### config.mk
export PLATFORM = sky130hd
export DESIGN_NAME = i2c_master_arbiter_flat
export DESIGN_NICKNAME = d
export VERILOG_FILES = /design/src/rtl/i2c_master_arbiter_pkg.sv /design/src/rtl/i2c_master_arbiter_if.sv /design/src/rtl/i2c_master_arbiter_rr.sv /design/src/rtl/i2c_master_arbiter.sv /design/src/flat_wrapper.sv
export SDC_FILE = /design/constraint.sdc
export NUM_CORES = 1
export LEC_CHECK = 0
export CAP_MARGIN = 20
export CORE_AREA = 2 2 65 112
export CTS_BUF_LIST = sky130_fd_sc_hd__clkbuf_8 sky130_fd_sc_hd__clkbuf_16
export CTS_CLUSTER_SIZE = 40
export DETAILED_ROUTE_END_ITERATION = 10
export DIE_AREA = 0 0 67 114
export PLACE_DENSITY_LB_ADDON = 0.08
export SETUP_SLACK_MARGIN = 0.1
export SYNTH_ARGS = -nofsm -noshare
export SYNTH_HDL_FRONTEND = slang
export SYNTH_SLANG_ARGS = --single-unit
### constraint.sdc
create_clock -name clk -period 3.7 [get_ports clk]
set_clock_uncertainty 0.2 [all_clocks]
set_input_delay 0.37 -clock clk [delete_from_list [all_inputs] [get_ports clk]]
set_output_delay 0.37 -clock clk [all_outputs]
set_load 0.005 [all_outputs]
### src/rtl/i2c_master_arbiter_pkg.sv
// Shared types and widths for the I2C master arbiter slice.
package i2c_arb_pkg;

  typedef enum logic [1:0] {
    IDLE,
    ISSUE,
    BUSY,
    COMPLETE
  } arb_state_t;

  localparam int I2C_ADDR_W = 7;
  localparam int I2C_DATA_W = 8;

endpackage

### src/rtl/i2c_master_arbiter_if.sv
// Requester-side and master-side handshake bundle for i2c_master_arbiter.
interface i2c_master_arbiter_if
  import i2c_arb_pkg::*;
#(
  parameter int NUM_REQ = 4
);
  logic [NUM_REQ-1:0]            req;
  logic [NUM_REQ-1:0]            req_rw;
  logic [NUM_REQ*I2C_ADDR_W-1:0] req_addr;
  logic [NUM_REQ*I2C_DATA_W-1:0] req_wdata;
  logic [NUM_REQ-1:0]            gnt;
  logic [NUM_REQ-1:0]            done;
  logic [NUM_REQ-1:0]            err;
  logic [I2C_DATA_W-1:0]         rdata;
  logic [I2C_ADDR_W-1:0]         m_address;
  logic [I2C_DATA_W-1:0]         m_data_in;
  logic                          m_rw;
  logic                          m_enable;
  logic [I2C_DATA_W-1:0]         m_data_out;
  logic                          m_ready;

  modport master (
    input  req, req_rw, req_addr, req_wdata, m_data_out, m_ready,
    output gnt, done, err, rdata, m_address, m_data_in, m_rw, m_enable
  );

  modport slave (
    output req, req_rw, req_addr, req_wdata, m_data_out, m_ready,
    input  gnt, done, err, rdata, m_address, m_data_in, m_rw, m_enable
  );
endinterface

### src/rtl/i2c_master_arbiter_rr.sv
// Round-robin arbiter: combinational one-hot grant, registered rotating start pointer.
module rr_arbiter #(
  parameter int N = 4
) (
  input  logic                 clk,
  input  logic                 rst,
  input  logic [N-1:0]         req_i,
  input  logic                 update_i,
  output logic [N-1:0]         grant_o,
  output logic [$clog2(N)-1:0] grant_idx_o
);
  localparam int IW = $clog2(N);

  logic [IW-1:0] ptr_q, ptr_d;
  logic          found;
  logic [IW:0]   sum;

  // ptr_q holds the index the search starts at (one past the last winner)
  always_comb begin
    grant_o     = '0;
    grant_idx_o = '0;
    found       = 1'b0;
    sum         = '0;
    for (int unsigned i = 0; i < N; i++) begin
      sum = {1'b0, ptr_q} + (IW+1)'(i);
      if (sum >= (IW+1)'(N)) sum = sum - (IW+1)'(N);
      if (!found && req_i[sum[IW-1:0]]) begin
        found                 = 1'b1;
        grant_o[sum[IW-1:0]]  = 1'b1;
        grant_idx_o           = sum[IW-1:0];
      end
    end
    ptr_d = ptr_q;
    if (update_i && found) begin
      ptr_d = (grant_idx_o == IW'(N-1)) ? '0 : grant_idx_o + 1'b1;
    end
  end

  always_ff @(posedge clk) begin
    if (rst) ptr_q <= '0;
    else     ptr_q <= ptr_d;
  end
endmodule

### src/rtl/i2c_master_arbiter.sv
// Shares one I2C master controller between NUM_REQ requesters with round-robin
// grant, enable/ready sequencing, timeout abort and read-data return.
module i2c_master_arbiter
  import i2c_arb_pkg::*;
#(
  parameter int NUM_REQ        = 4,
  parameter int TIMEOUT_CYCLES = 4096
) (
  input logic                  clk,
  input logic                  rst,
  i2c_master_arbiter_if.master bus
);
  localparam int IDX_W = $clog2(NUM_REQ);
  localparam int CNT_W = ($clog2(TIMEOUT_CYCLES+1) > 12) ? $clog2(TIMEOUT_CYCLES+1) : 12;

  arb_state_t             state_q, state_d;
  logic [NUM_REQ-1:0]     gnt_q, gnt_d;
  logic [I2C_ADDR_W-1:0]  addr_q, addr_d;
  logic [I2C_DATA_W-1:0]  wdata_q, wdata_d;
  logic                   rw_q, rw_d;
  logic [I2C_DATA_W-1:0]  rdata_q, rdata_d;
  logic [CNT_W-1:0]       cnt_q, cnt_d;
  logic [NUM_REQ-1:0]     arb_gnt;
  logic [IDX_W-1:0]       arb_idx;
  logic                   arb_update;
  logic                   timeout;

  rr_arbiter #(.N(NUM_REQ)) u_rr (
    .clk         (clk),
    .rst         (rst),
    .req_i       (bus.req),
    .update_i    (arb_update),
    .grant_o     (arb_gnt),
    .grant_idx_o (arb_idx)
  );

  always_comb begin
    state_d    = state_q;
    gnt_d      = gnt_q;
    addr_d     = addr_q;
    wdata_d    = wdata_q;
    rw_d       = rw_q;
    rdata_d    = rdata_q;
    cnt_d      = cnt_q;
    arb_update = 1'b0;
    timeout    = 1'b0;
    unique case (state_q)
      IDLE: begin
        if (|bus.req && bus.m_ready) begin
          arb_update = 1'b1;
          gnt_d      = arb_gnt;
          addr_d     = bus.req_addr[arb_idx*I2C_ADDR_W +: I2C_ADDR_W];
          wdata_d    = bus.req_wdata[arb_idx*I2C_DATA_W +: I2C_DATA_W];
          rw_d       = bus.req_rw[arb_idx];
          cnt_d      = '0;
          state_d    = ISSUE;
        end
      end
      ISSUE, BUSY: begin
        // timeout wins over any ready edge seen in the same cycle
        if (cnt_q == CNT_W'(TIMEOUT_CYCLES)) begin
          timeout = 1'b1;
          gnt_d   = '0;
          state_d = IDLE;
        end else begin
          cnt_d = cnt_q + 1'b1;
          if (state_q == ISSUE && !bus.m_ready) begin
            state_d = BUSY;
          end else if (state_q == BUSY && bus.m_ready) begin
            state_d = COMPLETE;
            if (rw_q) rdata_d = bus.m_data_out;
          end
        end
      end
      COMPLETE: begin
        gnt_d   = '0;
        state_d = IDLE;
      end
      default: state_d = IDLE;
    endcase
  end

  always_ff @(posedge clk) begin
    if (rst) begin
      state_q <= IDLE;
      gnt_q   <= '0;
      addr_q  <= '0;
      wdata_q <= '0;
      rw_q    <= 1'b0;
      rdata_q <= '0;
      cnt_q   <= '0;
    end else begin
      state_q <= state_d;
      gnt_q   <= gnt_d;
      addr_q  <= addr_d;
      wdata_q <= wdata_d;
      rw_q    <= rw_d;
      rdata_q <= rdata_d;
      cnt_q   <= cnt_d;
    end
  end

  assign bus.gnt       = gnt_q;
  assign bus.done      = (state_q == COMPLETE && !rst) ? gnt_q : '0;
  assign bus.err       = (timeout && !rst) ? gnt_q : '0;
  assign bus.m_enable  = (state_q == ISSUE) && !timeout && !rst;
  assign bus.m_address = addr_q;
  assign bus.m_data_in = wdata_q;
  assign bus.m_rw      = rw_q;
  assign bus.rdata     = rdata_q;
endmodule

### src/flat_wrapper.sv
// flat-port wrapper written by rule: the top's interface ports become plain ports
module i2c_master_arbiter_flat import i2c_arb_pkg::*;
#(
  parameter int NUM_REQ        = 4,
  parameter int TIMEOUT_CYCLES = 4096
)
  (clk, rst, bus_req, bus_req_rw, bus_req_addr, bus_req_wdata, bus_m_data_out, bus_m_ready, bus_gnt, bus_done, bus_err, bus_rdata, bus_m_address, bus_m_data_in, bus_m_rw, bus_m_enable);
  i2c_master_arbiter_if #(.NUM_REQ(NUM_REQ)) bus_i ();
  input logic clk;
  input logic rst;
  input wire logic [$bits(bus_i.req)-1:0] bus_req;
  input wire logic [$bits(bus_i.req_rw)-1:0] bus_req_rw;
  input wire logic [$bits(bus_i.req_addr)-1:0] bus_req_addr;
  input wire logic [$bits(bus_i.req_wdata)-1:0] bus_req_wdata;
  input wire logic [$bits(bus_i.m_data_out)-1:0] bus_m_data_out;
  input wire logic [$bits(bus_i.m_ready)-1:0] bus_m_ready;
  output wire logic [$bits(bus_i.gnt)-1:0] bus_gnt;
  output wire logic [$bits(bus_i.done)-1:0] bus_done;
  output wire logic [$bits(bus_i.err)-1:0] bus_err;
  output wire logic [$bits(bus_i.rdata)-1:0] bus_rdata;
  output wire logic [$bits(bus_i.m_address)-1:0] bus_m_address;
  output wire logic [$bits(bus_i.m_data_in)-1:0] bus_m_data_in;
  output wire logic [$bits(bus_i.m_rw)-1:0] bus_m_rw;
  output wire logic [$bits(bus_i.m_enable)-1:0] bus_m_enable;
  assign bus_i.req = bus_req;
  assign bus_i.req_rw = bus_req_rw;
  assign bus_i.req_addr = bus_req_addr;
  assign bus_i.req_wdata = bus_req_wdata;
  assign bus_i.m_data_out = bus_m_data_out;
  assign bus_i.m_ready = bus_m_ready;
  assign bus_gnt = bus_i.gnt;
  assign bus_done = bus_i.done;
  assign bus_err = bus_i.err;
  assign bus_rdata = bus_i.rdata;
  assign bus_m_address = bus_i.m_address;
  assign bus_m_data_in = bus_i.m_data_in;
  assign bus_m_rw = bus_i.m_rw;
  assign bus_m_enable = bus_i.m_enable;
  i2c_master_arbiter #(.NUM_REQ(NUM_REQ), .TIMEOUT_CYCLES(TIMEOUT_CYCLES)) u_core (.clk(clk), .rst(rst), .bus(bus_i));
endmodule
==> Implementation_results.wiki, run 1 <==
{| class="wikitable"
! Metric !! Value
|-
| Post-synthesis cell type with the largest combined area || dfxtp_1
|-
| Number of gates resized after cts || 0
|-
| Worst slack, placed || 0.426 ns
|-
| Post-CTS setup buffer count || 0
|-
| Number of global-route vias before repair || 2,666
|-
| Final critical-path setup slack || 0.560 ns
|-
| I/O Buffers || 115
|-
| Cell-by-cell listing of the critical path || inv_1 > ha_1 > nor2b_1 > a22oi_1 > o41a_1 > a32o_1 > mux4_2 > a22o_1
|-
| Routed wire length on met2 || 4120 um
|-
| Min-Delay Path Class || flop to flop
|-
| Maximum frequency from static timing analysis || 0.319 GHz
|-
| Area of the mapped netlist || 2870 um2
|-
| Seq/Total Area, Yosys || 31.4%
|-
| Count of cells along the worst hold path || 2
|-
| Endpoint of the most critical register-to-register path || u_core.bus.m_data_in[6]
|-
| Placeable core area || 6810 um2
|-
| DIE WIDTH || 67 um
|-
| Library cell contributing the largest single delay on the critical path || a32o_1
|-
| Most instantiated cells after synthesis || 45 x dfxtp_1, 35 x nor2_1, 20 x nand2_1
|-
| Count of buffer and inverter cells on the critical path || 1
|-
| Crit path kind || flop to flop
|-
| ANT cells || 0
|-
| Met3 wire len || 406 um
|-
| First element of the critical path || u_core.u_rr.ptr_q[0]
|-
| Pin count of the biggest net entering global routing || 18
|-
| Total of warnings raised by yosys || 0
|-
| Slew Limit Headroom || 41.7%
|-
| Average footprint of a synthesized cell || 9.67 um2
|-
| Top-level I/O count || 116
|-
| Number of CTS-inserted buffers || 5
|-
| Post-synth EDFFs || 0
|-
| Wl on met1 || 2900 um
|-
| Initial core utilization || 42.2%
|-
| Net count, final || 506
|-
| Cell total after placement || 489
|-
| Reg-to-reg critical path startpoint || u_core.u_rr.ptr_q[0]
|-
| Outcome || complete, no violations
|-
| Largest cells by area after synthesis || dfxtp_1 31%, mux4_1 9.2%, mux4_2 6.3%
|-
| Initial DRC count || 107
|-
| Most instantiated flip-flop cell in the synthesis netlist || dfxtp_1
|-
| Async S/R FF share, synth || 0%
|-
| Total power || 2.11 mW
|-
| Remaining number of nets flagged by the antenna check after routing || 0
|-
| Root buffer cell || clkbuf_16
|-
| Share of final-layout standard cells stronger than drive strength 1 || 6.52%
|-
| Synthesis-to-layout area growth || 48.5%
|-
| Routed wire length || 7610 um
|-
| Cts-stage hold buffer count || 0
|-
| Clock latency at the later pin of the worst-skew pair || 0.28 ns
|-
| Most repeated cell in the gate-level netlist after synthesis || dfxtp_1
|-
| Largest stage delay on the critical path || 0.68 ns
|-
| Clock tree from TritonCTS || yes
|-
| Top Layer Used || met4
|-
| Detail-routed via count per cell || 5.32
|-
| Total grt overflow || 0
|-
| Pleak || 1.61 nW
|-
| Number of inserted filler cells in the final layout || 600
|-
| Die Y || 114 um
|-
| Max-slew violation count || 0
|-
| Power density over the cells || 494 nW/um2
|-
| Crit share post-route || 84.9%
|-
| Setup TNS Final || 0 ns
|-
| Flip-flop and latch count after synthesis || 45
|-
| Overall track demand over capacity in global routing || 20.5%
|-
| Yosys cell types || 45
|-
| Via total after detailed routing || 2,647
|-
| Wire length of the first global-routing pass || 12,200 um
|-
| DRC violation count after routing || 0
|-
| Floorplan die area || 7640 um2
|-
| Maximum fanout count along the critical path || 17
|-
| Area share of the largest cell type after synthesis || 31.4%
|-
| Site Rows || 40
|-
| First-pass detailed-route iteration total || 6
|-
| Non-filler instance count after layout || 498
|-
| Mapped Nets || 390
|-
| Source of the worst hold timing path || u_core.bus.gnt[0]
|-
| R2R depth || 8
|-
| Worst voltage drop across the vdd grid || 279 uV
|-
| Weighted congestion reported at the end of routability-driven placement || 0.810
|-
| Endpoint of the worst hold-timing path || u_core.bus.gnt[0]
|-
| Kind of start point of the critical path || flop
|-
| Clock period minus final worst setup slack || 3.14 ns
|-
| Count of clock tree sinks || 45
|-
| Number of levels in the clock H-tree || 2
|-
| Critical path capture point type || flop
|-
| Unrepaired setup endpoints after global routing || no
|-
| Worst path required time || 3.68 ns
|-
| Worst Path Arrival || 3.12 ns
|-
| Measured slew at the worst slew-check pin || 0.871 ns
|-
| Register-to-register setup slack || 0.56 ns
|-
| Clock edge transition at the registers on the reported setup and hold paths || 0.06 ns
|-
| Number of standard cells after synthesis || 297
|-
| Setup violators final || 0
|-
| Number of violations of the max-capacitance limit || 0
|-
| Longest Clk Path Bufs || 2
|-
| HPWL after detailed placement || 5990 um
|-
| Hold violation count in the final report || 0
|-
| Number of antenna violations at the first check in global routing || 0
|-
| Critical path's top delay family || compound AO/OA/AOI/OAI gates
|-
| Per-cell routed wire length || 15.3 um
|}
==> placed cells by master (no fill, tap or decap), types with 2 or more instances in the layout <==
| master | Yosys | routed |
|---|---|---|
| clkbuf_16 | 0 | 5 |
| dfxtp_1 | 45 | 45 |
| nor4_1 | 3 | 3 |
| nor3_1 | 5 | 5 |
| nand4_1 | 3 | 3 |
| xnor2_1 | 8 | 8 |
| nor2_1 | 35 | 35 |
| a21oi_1 | 18 | 18 |
| o211ai_2 | 2 | 2 |
| nand2_1 | 20 | 20 |
| and3_1 | 4 | 4 |
| or3_1 | 3 | 3 |
| o21bai_1 | 2 | 2 |
| o21ai_0 | 10 | 10 |
| a22oi_1 | 5 | 5 |
| nor2b_1 | 5 | 5 |
| nand3_1 | 6 | 6 |
| mux2i_1 | 14 | 14 |
| buf_4 | 2 | 8 |
| clkdlybuf4s50_1 | 0 | 115 |
| inv_1 | 14 | 15 |
| mux4_2 | 8 | 8 |
| a21boi_0 | 5 | 5 |
| and2_1 | 9 | 9 |
| ha_1 | 14 | 14 |
| xor2_1 | 2 | 2 |
| a22o_1 | 17 | 17 |
| mux4_1 | 10 | 10 |
==> per-stage QoR <==
stage                     hold WS (ns)  area [um2]  util [%]
after floorplan                  0.257        2870         -
after global placement           0.258        4080      59.9
after detailed placement         0.266        4080      59.9
after CTS                        0.288        4250      62.4
after global routing             0.303        4260      62.6
final                            0.282        4260      62.6
==> per-layer routing <==
metal	global-route usage, %	vias to the layer above
met4	6.94	0
met3	4.44	12
met1	23.2	1224
met5	0	-
li1	-	1321
met2	37.0	90
==> how the worst max path moves through the flow <==
stage               slack, ns                 endpoint  cells past startpoint
floorplan                0.65  u_core.bus.m_address[4]                     11
global placement         0.48  u_core.bus.m_data_in[6]                      7
detailed placement       0.43  u_core.bus.m_data_in[6]                      7
CTS                      0.54  u_core.bus.m_data_in[6]                      8
global route             0.37  u_core.bus.m_data_in[6]                      8
finish                   0.56  u_core.bus.m_data_in[6]                      8
==> final cells by class <==
| type | instances | area (um2) | share of cell area (%) |
|---|---|---|---|
| clock buffer | 5 | 125 | 2.94 |
| clock inverter | 3 | 42.5 | 0.998 |
| inverter | 14 | 52.6 | 1.23 |
| multi-input combinational | 223 | 1810 | 42.5 |
| sequential | 45 | 901 | 21.1 |
| tap | 84 | 105 | 2.47 |
| timing repair buffer | 124 | 1230 | 28.8 |
==> report_power, final <==
group	internal [mW]	switching [mW]	total (mW)	leakage, nW
Clock	0.317	0.186	0.503	0.0852
Combinational	0.547	0.452	0.999	1.16
Sequential	0.556	0.0483	0.605	0.366
Total	1.42	0.686	2.11	1.61
==> sequential cells by signal (all words and copies together) (netlist names) <==
register              cells
u_core.bus.m_data_in      8
u_core.bus.m_address      7
u_core.bus.m_rw           1
u_core.bus.rdata          8
u_core.bus.gnt            4
u_core.state_q            2
u_core.cnt_q             13
u_core.u_rr.ptr_q         2
==> cells by family (layout without fill, tap and decap cells) <==
| group | Yosys count | after routing | share of synthesized area, % |
|---|---|---|---|
| adder cells (fa/ha/maj) | 14 | 14 | 6.10 |
| buffers and inverters | 29 | 146 | 5.58 |
| AO/OA/AOI/OAI | 68 | 68 | 16.8 |
| multiplexers | 33 | 33 | 20.7 |
| flip-flops | 45 | 45 | 31.4 |
| XOR/XNOR | 10 | 10 | 3.05 |
| AND/OR/NAND/NOR | 98 | 98 | 16.4 |
==> worst reg2reg max path, stage by stage, from the launching register on <==
cell     delay (ns)
dfxtp_1        0.33
inv_1          0.12
ha_1           0.42
nor2b_1        0.18
a22oi_1        0.19
o41a_1         0.27
a32o_1         0.68
mux4_2         0.41
a22o_1         0.23
Power figures use the tool's default switching activity.
==> run 2, diff against run 1 <==
==> constraint.sdc (replaced) <==
create_clock -name clk -period 2.9 [get_ports clk]
set_clock_uncertainty 0.2 [all_clocks]
set_input_delay 0.29 -clock clk [delete_from_list [all_inputs] [get_ports clk]]
set_output_delay 0.29 -clock clk [all_outputs]
set_load 0.005 [all_outputs]
==> Implementation_results.wiki, run 2 (synthesis gave the netlist of run 1 again) <==
{| class="wikitable"
! Metric !! Value
|-
| DIE WIDTH || 67 um
|-
| Max-slew violation count || 0
|-
| Number of antenna violations at the first check in global routing || 0
|-
| Worst voltage drop across the vdd grid || 447 uV
|-
| Cell total after placement || 499
|-
| Share of final-layout standard cells stronger than drive strength 1 || 10.9%
|-
| Non-filler instance count after layout || 507
|-
| Routed wire length on met2 || 4280 um
|-
| Wl on met1 || 2920 um
|-
| Commonest non-fill, non-tap cell in the layout || clkdlybuf4s50_1
|-
| Number of CTS-inserted buffers || 5
|-
| Hold violation count in the final report || 0
|-
| Worst Path Arrival || 2.70 ns
|-
| Slew Limit Headroom || 43.1%
|-
| Cts-stage hold buffer count || 0
|-
| Site Rows || 40
|-
| Largest Register || u_core.cnt_q
|-
| Largest register FFs || 13
|-
| Routed wire length || 7740 um
|-
| Number of inserted filler cells in the final layout || 584
|-
| Top-level I/O count || 116
|-
| Wire length of the first global-routing pass || 12,300 um
|-
| Detail-routed via count per cell || 5.31
|-
| Weighted congestion reported at the end of routability-driven placement || 0.888
|-
| Longest Clk Path Bufs || 2
|-
| Net count, final || 515
|-
| Maximum fanout count along the critical path || 17
|-
| Per-cell routed wire length || 15.3 um
|-
| Critical path capture point type || flop
|-
| Total grt overflow || 0
|-
| Remaining number of nets flagged by the antenna check after routing || 0
|-
| Maximum frequency from static timing analysis || 0.368 GHz
|-
| Initial DRC count || 124
|-
| Clock tree from TritonCTS || yes
|-
| Clock period minus final worst setup slack || 2.72 ns
|-
| Synthesis-to-layout area growth || 51.8%
|-
| Placeable core area || 6810 um2
|-
| DRC violation count after routing || 0
|-
| Number of levels in the clock H-tree || 2
|-
| Top Layer Used || met4
|-
| HPWL after detailed placement || 6180 um
|-
| Commonest non-fill, non-tap cells in the layout || 115 x clkdlybuf4s50_1, 43 x dfxtp_1, 34 x nor2_1
|-
| Clock edge transition at the registers on the reported setup and hold paths || 0.07 ns
|-
| Initial core utilization || 42.2%
|-
| Outcome || complete, no violations
|-
| Crit path kind || flop to flop
|-
| Unrepaired setup endpoints after global routing || no
|-
| Count of clock tree sinks || 45
|-
| I/O Buffers || 115
|-
| ANT cells || 0
|-
| Worst hold margin || 0.275 ns
|-
| Overall track demand over capacity in global routing || 20.9%
|-
| Power density over the cells || 619 nW/um2
|-
| Setup violators final || 0
|-
| Min-Delay Path Class || flop to flop
|-
| Number of global-route vias before repair || 2,707
|-
| First-pass detailed-route iteration total || 4
|-
| Pin count of the biggest net entering global routing || 18
|-
| Met3 wire len || 406 um
|-
| Kind of start point of the critical path || flop
|-
| Total power || 2.70 mW
|-
| Measured slew at the worst slew-check pin || 0.852 ns
|-
| Clock latency at the later pin of the worst-skew pair || 0.29 ns
|-
| Number of violations of the max-capacitance limit || 0
|-
| Crit share post-route || 93.6%
|-
| Pleak || 1.65 nW
|-
| Via total after detailed routing || 2,690
|-
| Die Y || 114 um
|-
| Floorplan die area || 7640 um2
|-
| Worst path required time || 2.89 ns
|-
| Root buffer cell || clkbuf_16
|}
run 2: changes by cell type in the layout (fill, tap and decap cells not counted), moves of 2 or more:
cell / change
buf_4: +8
inv_1: -3
dfxtp_1: -2
ha_1: -2
dfxtp_2: +2
run 2: final cells by class:
class / instances / area (um2) / area share (%)
repair buffers: 133 / 1300 / 29.9
inverters: 14 / 55.1 / 1.26
well taps: 84 / 105 / 2.41
clock inverters: 3 / 21.3 / 0.488
flip-flops and latches: 45 / 903 / 20.7
multi-input cells: 223 / 1850 / 42.3
clock buffers: 5 / 125 / 2.87
run 2: routing by layer:
metal | track usage, % | up-vias
li1 | - | 1338
met1 | 22.3 | 1250
met2 | 39.2 | 90
met3 | 4.93 | 12
met4 | 6.39 | 0
met5 | 0 | -
run 2: final timing paths:
| check | slack [ns] | to | cells past startpoint | start |
|---|---|---|---|---|
| max | 0.18 | u_core.bus.m_data_in[6] | 8 | u_core.u_rr.ptr_q[0] |
| min | 0.28 | u_core.bus.gnt[1] | 2 | u_core.bus.gnt[1] |
| max reg2reg | 0.18 | u_core.bus.m_data_in[6] | 8 | u_core.u_rr.ptr_q[0] |
| min reg2reg | 0.28 | u_core.bus.gnt[1] | 2 | u_core.bus.gnt[1] |
run 2: timing repair:
item	CTS	global route
setup buffers	0	0
setup endpoints to repair	17	6
pin swaps	0	1
resized for setup	1	4
run 2: through the flow:
stage	setup WS (ns)	utilization (%)	instance area, um2	TNS, ns
3_3_place_gp	-0.0801	61.4	4180	-0.436
6_report	0.185	64.0	4360	0
2_1_floorplan	0.115	-	2900	0
5_1_grt	0.0817	64.0	4360	0
4_1_cts	0.155	63.7	4340	0
3_5_place_dp	-0.0944	61.5	4190	-0.732
run 2: where the power goes:
| group | switching [mW] | internal, mW | leakage [nW] |
|---|---|---|---|
| sequential | 0.0630 | 0.711 | 0.367 |
| combinational | 0.589 | 0.755 | 1.21 |
| clock | 0.256 | 0.321 | 0.0702 |
run 2: worst max-delay path, stage by stage, from the launching register on:
cell,delay (ns)
dfxtp_2,0.33
inv_2,0.08
ha_4,0.32
mux4_2,0.53
o211ai_2,0.09
o211ai_1,0.13
a32o_4,0.39
mux4_2,0.30
a22o_1,0.23
